===== config.mk =====
export PLATFORM = sky130hd
export DESIGN_NAME = gerador_comandos
export DESIGN_NICKNAME = d
export VERILOG_FILES = /design/src/rtl/smart_lighting_pkg.sv /design/src/rtl/gerador_comandos_debouncer.sv /design/src/rtl/gerador_comandos.sv
export SDC_FILE = /design/constraint.sdc
export NUM_CORES = 1
export LEC_CHECK = 0
export CORE_ASPECT_RATIO = 0.8
export CORE_MARGIN = 5
export CORE_UTILIZATION = 56
export CTS_CLUSTER_DIAMETER = 60
export CTS_CLUSTER_SIZE = 8
export DETAILED_ROUTE_END_ITERATION = 10
export HOLD_SLACK_MARGIN = 0.12
export PLACE_DENSITY_LB_ADDON = 0.05
export REMOVE_ABC_BUFFERS = 1
export SYNTH_ARGS = -nofsm -noshare
export SYNTH_HDL_FRONTEND = slang
export SYNTH_SLANG_ARGS = --single-unit

===== constraint.sdc =====
create_clock -name clk -period 5.3 [get_ports clk]
set_input_delay 1.06 -clock clk [delete_from_list [all_inputs] [get_ports clk]]
set_output_delay 1.06 -clock clk [all_outputs]
set_load 0.01 [all_outputs]

===== src/rtl/smart_lighting_pkg.sv =====
// Shared definitions for the smart-lighting command path.
// Holds the press-classifier state type and the default timing constants
// used by gerador_comandos and by the lamp FSM users of this package.
package smart_lighting_pkg;

  typedef enum logic [1:0] {
    IDLE      = 2'd0,
    PRESSED   = 2'd1,
    LONG_HELD = 2'd2
  } press_state_t;

  localparam int DEF_DEBOUNCE_CYC    = 100;
  localparam int DEF_LONG_PRESS_CYC  = 3000;
  localparam int DEF_OFF_TIMEOUT_CYC = 30000;

endpackage


===== src/rtl/gerador_comandos_debouncer.sv =====
// debouncer: 2-FF synchroniser followed by a stability filter.
//   clk  in  system clock
//   rst  in  asynchronous active-low reset
//   din  in  raw asynchronous level
//   dout out debounced level; follows din only after it has differed from
//            the current output for DEBOUNCE_CYC consecutive cycles
module debouncer #(
  parameter int DEBOUNCE_CYC = 100
) (
  input  logic clk,
  input  logic rst,
  input  logic din,
  output logic dout
);

  localparam int CW = (DEBOUNCE_CYC > 2) ? $clog2(DEBOUNCE_CYC) : 1;
  localparam logic [CW-1:0] CNT_LAST = CW'(DEBOUNCE_CYC - 1);

  logic          sync1_q;
  logic          sync2_q;
  logic          stable_q, stable_d;
  logic [CW-1:0] cnt_q, cnt_d;

  always_comb begin
    stable_d = stable_q;
    cnt_d    = '0;
    if (sync2_q != stable_q) begin
      if (cnt_q == CNT_LAST) begin
        stable_d = sync2_q;
      end else begin
        cnt_d = cnt_q + 1'b1;
      end
    end
  end

  always_ff @(posedge clk or negedge rst) begin
    if (!rst) begin
      sync1_q  <= 1'b0;
      sync2_q  <= 1'b0;
      stable_q <= 1'b0;
      cnt_q    <= '0;
    end else begin
      sync1_q  <= din;
      sync2_q  <= sync1_q;
      stable_q <= stable_d;
      cnt_q    <= cnt_d;
    end
  end

  assign dout = stable_q;

endmodule


===== src/rtl/gerador_comandos.sv =====
// gerador_comandos: turns raw push-button and infrared presence inputs into
// single-cycle command pulses for the lamp-mode FSM.
//   clk         in  system clock
//   rst         in  asynchronous active-low reset
//   push_button in  raw button level, 1 = pressed
//   infrared    in  raw presence sensor, 1 = presence
//   a           out pulse: long press (toggle auto/manual)
//   b           out pulse: short press released (toggle lamp, manual)
//   c           out pulse: absence timeout expired (lamp off, auto)
//   d           out pulse: presence rising edge (lamp on, auto)
module gerador_comandos #(
  parameter int DEBOUNCE_CYC    = smart_lighting_pkg::DEF_DEBOUNCE_CYC,
  parameter int LONG_PRESS_CYC  = smart_lighting_pkg::DEF_LONG_PRESS_CYC,
  parameter int OFF_TIMEOUT_CYC = smart_lighting_pkg::DEF_OFF_TIMEOUT_CYC
) (
  input  logic clk,
  input  logic rst,
  input  logic push_button,
  input  logic infrared,
  output logic a,
  output logic b,
  output logic c,
  output logic d
);

  import smart_lighting_pkg::*;

  localparam int PW = $clog2(LONG_PRESS_CYC + 1);
  localparam int TW = $clog2(OFF_TIMEOUT_CYC);
  localparam logic [PW-1:0] PRESS_LONG = PW'(LONG_PRESS_CYC);
  // The count register lags the increment by one, so expiry is detected
  // one below the advertised terminal value.
  localparam logic [TW-1:0] TIMER_LAST = TW'(OFF_TIMEOUT_CYC - 2);

  logic pb_stable;
  logic ir_sync1_q, ir_sync_q, ir_prev_q;

  press_state_t  state_q, state_d;
  logic [PW-1:0] press_cnt_q, press_cnt_d;
  logic          timer_run_q, timer_run_d;
  logic [TW-1:0] timer_q, timer_d;
  logic          a_q, a_d, b_q, b_d, c_q, c_d, d_q, d_d;

  debouncer #(.DEBOUNCE_CYC(DEBOUNCE_CYC)) u_pb_debounce (
    .clk  (clk),
    .rst  (rst),
    .din  (push_button),
    .dout (pb_stable)
  );

  // Press classifier: release before the long threshold is a short press.
  always_comb begin
    state_d     = state_q;
    press_cnt_d = press_cnt_q;
    a_d         = 1'b0;
    b_d         = 1'b0;
    unique case (state_q)
      IDLE: begin
        if (pb_stable) begin
          state_d     = PRESSED;
          press_cnt_d = PW'(1);
        end
      end
      PRESSED: begin
        if (!pb_stable) begin
          state_d = IDLE;
          b_d     = 1'b1;
        end else if (press_cnt_q == PRESS_LONG) begin
          state_d = LONG_HELD;
          a_d     = 1'b1;
        end else begin
          press_cnt_d = press_cnt_q + 1'b1;
        end
      end
      LONG_HELD: begin
        if (!pb_stable) state_d = IDLE;
      end
      default: state_d = IDLE;
    endcase
  end

  // Presence edges and absence timer.
  always_comb begin
    timer_run_d = timer_run_q;
    timer_d     = timer_q;
    c_d         = 1'b0;
    d_d         = 1'b0;
    if (ir_sync_q && !ir_prev_q) begin
      d_d         = 1'b1;
      timer_run_d = 1'b0;
      timer_d     = '0;
    end else if (!ir_sync_q && ir_prev_q) begin
      timer_run_d = 1'b1;
      timer_d     = '0;
    end else if (timer_run_q && !ir_sync_q) begin
      if (timer_q == TIMER_LAST) begin
        c_d         = 1'b1;
        timer_run_d = 1'b0;
        timer_d     = '0;
      end else begin
        timer_d = timer_q + 1'b1;
      end
    end
  end

  always_ff @(posedge clk or negedge rst) begin
    if (!rst) begin
      ir_sync1_q  <= 1'b0;
      ir_sync_q   <= 1'b0;
      ir_prev_q   <= 1'b0;
      state_q     <= IDLE;
      press_cnt_q <= '0;
      timer_run_q <= 1'b0;
      timer_q     <= '0;
      a_q         <= 1'b0;
      b_q         <= 1'b0;
      c_q         <= 1'b0;
      d_q         <= 1'b0;
    end else begin
      ir_sync1_q  <= infrared;
      ir_sync_q   <= ir_sync1_q;
      ir_prev_q   <= ir_sync_q;
      state_q     <= state_d;
      press_cnt_q <= press_cnt_d;
      timer_run_q <= timer_run_d;
      timer_q     <= timer_d;
      a_q         <= a_d;
      b_q         <= b_d;
      c_q         <= c_d;
      d_q         <= d_d;
    end
  end

  assign a = a_q;
  assign b = b_q;
  assign c = c_q;
  assign d = d_q;

endmodule


==> results.yml, run 1 <==
routing:
  drt_wl_total_um: 4118
  ant_nets: 0
  via_count: 1695
  drtIter0Drc: 103
  drc_errors: 0
  dr.pass1.iters: 5
  wire_per_inst_um: 13.77
  viasPerCell: 5.669
placed_design:
  globalplace.congestion: 0.8316
  portBuffers: 7
  dp_hpwl_um: 2889
  place_ws_ns: 3.053
grt:
  grt_overflow_total: 0
  grt_pass1_wl_um: 7265
  antenna_found_initial: 0
  grt_use_total_pct: 17.03
  grt_max_degree: 48
  grt_pass1_vias: 1667
clocking:
  clockRootBuffer: "clkbuf_8"
  holdBufCountCts: 0
  clkTransAtPathRegs_ns: 0.08
  insertion_delay_ns: 0.30
  cts_made_buffers: 5
  htree_levels: 2
  ctsResizeCount: 0
  cts_setup_buffers: 0
  cts_buffer_depth: 2
  cts_tree: "yes"
  cts_num_sinks: 47
sta:
  fin_ws_ns: 3.058
  rsz0062_at_grt: "no"
  finalClockSkew_ns: 0.008441
  fin_crit_sh_pct: 42.30
  finalHoldViolCount: 0
  max_freq_mhz: 446.1
  tightest_slew_ns: 0.9852
  drv_slew: 0
  max_slew_margin_pct: 34.32
  finalSetupViolations: 0
  fin_tns_setup_ns: 0
  finalCriticalPeriod_ns: 2.242
critical_path:
  crit_path_top_delay_cell: "or4_4"
  worstSetupEndpointType: "register"
  crit_chain: "inv_1 -> ha_1 -> or4bb_1 -> or4_4 -> a21oi_4 -> nor2_1"
  worstSetupStartpointType: "register"
  cp.arrival_ns: 2.41
  cp.required_ns: 5.47
  path_class: "reg -> reg"
  reg2reg_slack_ns: 3.06
  timing.rr.end: "timer_q[10]"
  r2r-start: "timer_q[0]"
  reg2regPathDepth: 6
  cpPeakStageDelay_ns: 0.57
  critical_path.max_fanout: 13
yosys:
  synth_cell_type_count: 45
  syn_avg_cell_area_um2: 10.02
  synth_area_um2: 2325
  yosysWarnings: 0
  async_flop_share_pct: 100.0
  synth_commonest_cells: "dfrtp_1 (47), nor2_1 (26), nand2_1 (22), inv_1 (13), xnor2_1 (13)"
  ys_top_cells_by_area: "dfrtp_1 (51%), xnor2_1 (4.9%), nor2_1 (4.2%), ha_1 (3.8%), nand2_1 (3.6%)"
  yosysSeqAreaShare_pct: 50.59
  syn_inst: 232
  synth.largest_area_cell: "dfrtp_1"
  netlist.area_leader.share_pct: 50.59
  synth-edff-count: 0
  synth_seq_cells: 47
  synthFlopType: "dfrtp_1"
  synth.most_common_cell: "dfrtp_1"
floorplan:
  row_count: 21
  core_area_um2: 4099
  chipWidth_um: 82.04
  dieArea_um2: 5548
  dieHeight_um: 67.63
  initial_core_util_pct: 56.72
  ios: 8
finish:
  nNetsFinal: 252
  antenna_cells: 0
  synthToLayoutAreaGrowth_pct: 8.988
  final_util_pct: 61.81
  num-fill-cells: 340
  layout-drive-gt1-share_pct: 7.025
power:
  p_leak_nw: 1.021
  cellPowerDensity_nw_per_um2: 260.9
  vdd_ir_drop_max_v: 0.0002389
min_path:
  min_to: "ir_sync_q"
  hold_path.class: "reg -> reg"
  whs_path_depth: 0
  hold_start: "ir_sync1_q"
flow_run:
  maxCapViolCount: 0
outcome:
  status: "completed"
==> report_power, final <==
group	total, mW	switching (mW)	internal (mW)
clock	0.226	0.119	0.106
combinational	0.0481	0.0292	0.0189
sequential	0.387	0.0154	0.372
==> placed cells by master, fill, tap and decap left out, types with 2 or more instances in the layout <==
| master | instances |
|---|---|
| nand3_1 | 10 |
| nor4_1 | 6 |
| xnor2_1 | 13 |
| a211oi_1 | 4 |
| clkbuf_8 | 6 |
| clkdlybuf4s50_1 | 6 |
| mux2i_1 | 6 |
| nand2_1 | 22 |
| dfrtp_1 | 47 |
| inv_1 | 13 |
| or3_1 | 3 |
| nor2_1 | 26 |
| a21oi_1 | 9 |
| nand4_1 | 7 |
| ha_1 | 7 |
| and2_1 | 2 |
| or2_2 | 2 |
| a2111oi_0 | 2 |
| o31ai_1 | 2 |
| o21ai_0 | 12 |
| nor3_1 | 6 |
| xor2_1 | 3 |
| and3_1 | 2 |
| nand2b_1 | 3 |
==> layout make-up <==
cell class,count,area [µm²],share of cell area [%]
Sequential cell,47,1176,46.42
Multi-Input combinational cell,166,1070,42.22
Clock buffer,6,82.58,3.259
Tap cell,57,71.32,2.815
Timing Repair Buffer,7,65.06,2.568
Inverter,14,52.55,2.074
Clock inverter,2,16.27,0.6420
==> cells by family (layout without fill, tap and decap cells) <==
kind of cell,Yosys count,count (layout),synth area share (%)
buf+inv,19,29,3.391
xor+xnor,16,16,6.028
compound gates,39,39,11.90
fa+ha+maj,7,7,3.767
flops,47,47,50.59
mux,7,7,3.068
simple gates,97,97,21.26
==> sequential cells by signal, indices dropped and copies added, names as in the netlist <==
name,count
u_pb_debounce.sync2_q,1
ir_prev_q,1
u_pb_debounce.cnt_q,7
ir_sync1_q,1
b,1
u_pb_debounce.sync1_q,1
u_pb_debounce.dout,1
c,1
ir_sync_q,1
timer_q,15
press_cnt_q,12
a,1
timer_run_q,1
d,1
state_q,2
==> per-layer routing <==
layer  track usage (%)  up-vias  wire [µm]
met4             6.639        0         38
li1                  -      829          -
met3             3.867        6        152
met5                 0        -          0
met2             28.33       35       1963
met1             21.60      825       1963
==> critical path: cells and delay by family, from the launching register on <==
kind	cells	cell delay, ns
AND/OR/NAND/NOR	3	1.13
adder cells (fa/ha/maj)	1	0.13
flip-flops	1	0.44
buffers and inverters	1	0.08
AO/OA/AOI/OAI	1	0.35
==> worst max-delay path by stage <==
stage | start | slack (ns) | end
floorplan | timer_q[0] | 3.24 | timer_q[10]
global placement | timer_q[0] | 3.13 | timer_q[8]
detailed placement | timer_q[0] | 3.05 | timer_q[7]
CTS | timer_q[0] | 3.05 | timer_q[3]
global route | timer_q[0] | 2.91 | timer_q[4]
finish | timer_q[0] | 3.06 | timer_q[10]
==> per-stage QoR <==
step / hold slack (ns) / total power [mW] / cell area [µm²] / cells
final: 0.3668 / 0.6610 / 2534 / 299
after global routing: 0.3836 / 0.6929 / 2534 / 299
after CTS: 0.3681 / 0.6690 / 2534 / 299
after detailed placement: 0.3370 / 0.4427 / 2435 / 291
after global placement: 0.3427 / 0.4389 / 2435 / 291
after floorplan: 0.3312 / 0.4218 / 2298 / 227
(Power assumes the default switching activity.)
==> run 2: changes to the inputs <==
--- a/config.mk
+++ b/config.mk
@@ -7,7 +7,7 @@
 export LEC_CHECK = 0
 export CORE_ASPECT_RATIO = 0.8
 export CORE_MARGIN = 5
-export CORE_UTILIZATION = 56
+export CORE_UTILIZATION = 54
 export CTS_CLUSTER_DIAMETER = 60
 export CTS_CLUSTER_SIZE = 8
 export DETAILED_ROUTE_END_ITERATION = 10
==> constraint.sdc (replaced) <==
create_clock -name clk -period 2 [get_ports clk]
set_input_delay 0.4 -clock clk [delete_from_list [all_inputs] [get_ports clk]]
set_output_delay 0.4 -clock clk [all_outputs]
set_load 0.01 [all_outputs]
==> results.yml, run 2 (synthesis gave the netlist of run 1 again) <==
grt:
  grt_use_total_pct: 17.97
  grt_pass1_vias: 1853
  antenna_found_initial: 0
  grt_max_degree: 48
  grt_overflow_total: 0
  grt_pass1_wl_um: 8162
placed_design:
  placedCellCount: 309
  place_area_um2: 2582
  portBuffers: 7
  globalplace.congestion: 0.8321
  dp_hpwl_um: 3226
clocking:
  htree_levels: 2
  clockRootBuffer: "clkbuf_8"
  cts_num_sinks: 47
  cts_tree: "yes"
  insertion_delay_ns: 0.30
  cts_made_buffers: 5
  clkTransAtPathRegs_ns: 0.09
  cts_buffer_depth: 2
outcome:
  failed_checks: "setup timing"
  status: "finished, violations left"
finish:
  synthToLayoutAreaGrowth_pct: 16.79
  layout-drive-gt1-share_pct: 15.65
  final_util_pct: 64.99
  regMostFlops: "timer_q"
  instances_no_fill: 319
  final_cell_mix: "dfrtp_1 (47), nor2_1 (25), nand2_1 (22), buf_4 (18)"
  nNetsFinal: 272
  layout_commonest_cell: "dfrtp_1"
  antenna_cells: 0
  fin_area_um2: 2715
  top_regs: "timer_q: 15 flops, press_cnt_q: 12 flops, u_pb_debounce.cnt_q: 7 flops"
  largest_register_ffs: 15
routing:
  wire_per_inst_um: 14.42
  via_count: 1784
  drc_errors: 0
  dr.pass1.iters: 4
  ant_nets: 0
  drt_wl_total_um: 4601
  viasPerCell: 5.592
  drtIter0Drc: 100
sta:
  max_slew_margin_pct: 58.47
  rsz0062_at_grt: "yes"
  finalSetupViolations: 17
  max_freq_mhz: 486.1
  finalClockSkew_ns: 0.005817
  finalCriticalPeriod_ns: 2.057
  finalHoldViolCount: 0
  drv_slew: 0
  fin_crit_sh_pct: 102.9
  tightest_slew_ns: 0.6072
  fin_ws_ns: -0.05728
floorplan:
  initial_core_util_pct: 55.65
  ios: 8
  dieArea_um2: 5725
  core_area_um2: 4178
  dieHeight_um: 68.69
  chipWidth_um: 83.36
  row_count: 21
power:
  vdd_ir_drop_max_v: 0.0004543
  p_leak_nw: 1.126
  power_mw: 1.810
  cellPowerDensity_nw_per_um2: 666.6
critical_path:
  cp.arrival_ns: 2.25
  worstSetupStartpointType: "register"
  crit_path_top_delay_cell: "or4_4"
  worstSetupEndpointType: "register"
  crit_chain: "inv_1 -> ha_2 -> or4bb_1 -> or4_4 -> a21oi_4 -> buf_6 -> a21oi_1"
  path_class: "reg -> reg"
  critical_path.max_fanout: 7
  cp.required_ns: 2.19
  cpPeakStageDelay_ns: 0.57
flow_run:
  maxCapViolCount: 0
min_path:
  hold_path.class: "in -> async"
## run 2: cell count changes in the layout (fill, tap and decap cells not counted)
cell    before  now
nor2_2       0    1
or4b_4       1    2
buf_4        0   18
buf_6        0    2
nor4_1       6    5
nor4_4       0    1
or4b_1       1    0
ha_1         7    6
nor2_1      26   25
ha_2         0    1
## run 2: final timing paths
kind	startpoint	to	slack, ns	depth (start not counted)
setup / recovery	timer_q[0]	timer_q[11]	-0.06	7
hold / removal	rst	timer_q[7]	0.16	2
setup reg to reg	timer_q[0]	timer_q[11]	-0.06	7
hold reg to reg	ir_sync1_q	ir_sync_q	0.36	0
max in group asynchronous	rst	timer_q[1]	1.43	2
min in group clk	ir_sync1_q	ir_sync_q	0.36	0
## run 2: timing repair
| item | CTS | global route |
|---|---|---|
| resized for setup | 2 | 6 |
| hold buffers | 0 | 0 |
| endpoints found under the hold margin | 0 | 0 |
| setup endpoints to repair | 17 | 17 |
| pin swaps | 3 | 2 |
| gates cloned | 1 | 0 |
| buffers inserted | 3 | 0 |
## run 2: per-layer routing
metal,track usage [%],up-vias,wire (µm)
met5,0,-,0
met4,7.347,0,51
met3,4.394,7,159
met2,32.10,32,2233
met1,21.38,875,2157
li1,-,870,-
## run 2: layout make-up
cell class / count / area, µm²
Tap cell: 57 / 71.32
Inverter: 14 / 52.55
Multi-Input combinational cell: 166 / 1094
Sequential cell: 47 / 1176
Clock buffer: 6 / 82.58
Fill cell: 321 / 1463
Clock inverter: 2 / 16.27
Timing Repair Buffer: 27 / 222.7
## run 2: report_power, final
group / total [mW] / switching [mW] / internal (mW)
Combinational: 0.186 / 0.104 / 0.0816
Clock: 0.609 / 0.326 / 0.282
Sequential: 1.02 / 0.0305 / 0.985
Total: 1.81 / 0.461 / 1.35
## run 2: per-stage QoR
step	TNS [ns]	hold slack, ns	setup slack [ns]
global route	-1.803	0.2155	-0.1218
detailed placement	-0.9543	0.3379	-0.07119
floorplan	-0.7992	0.1044	-0.06414
finish	-0.6565	0.1629	-0.05728
CTS	-0.8501	0.1973	-0.07631
global placement	-0.1270	0.3406	-0.01189
## run 2: worst max-delay path: cells and delay by family (launching register included)
kind | cells | cell delay [ns]
simple gates | 2 | 0.97
buf+inv | 2 | 0.21
flops | 1 | 0.39
compound gates | 2 | 0.22
fa+ha+maj | 1 | 0.16
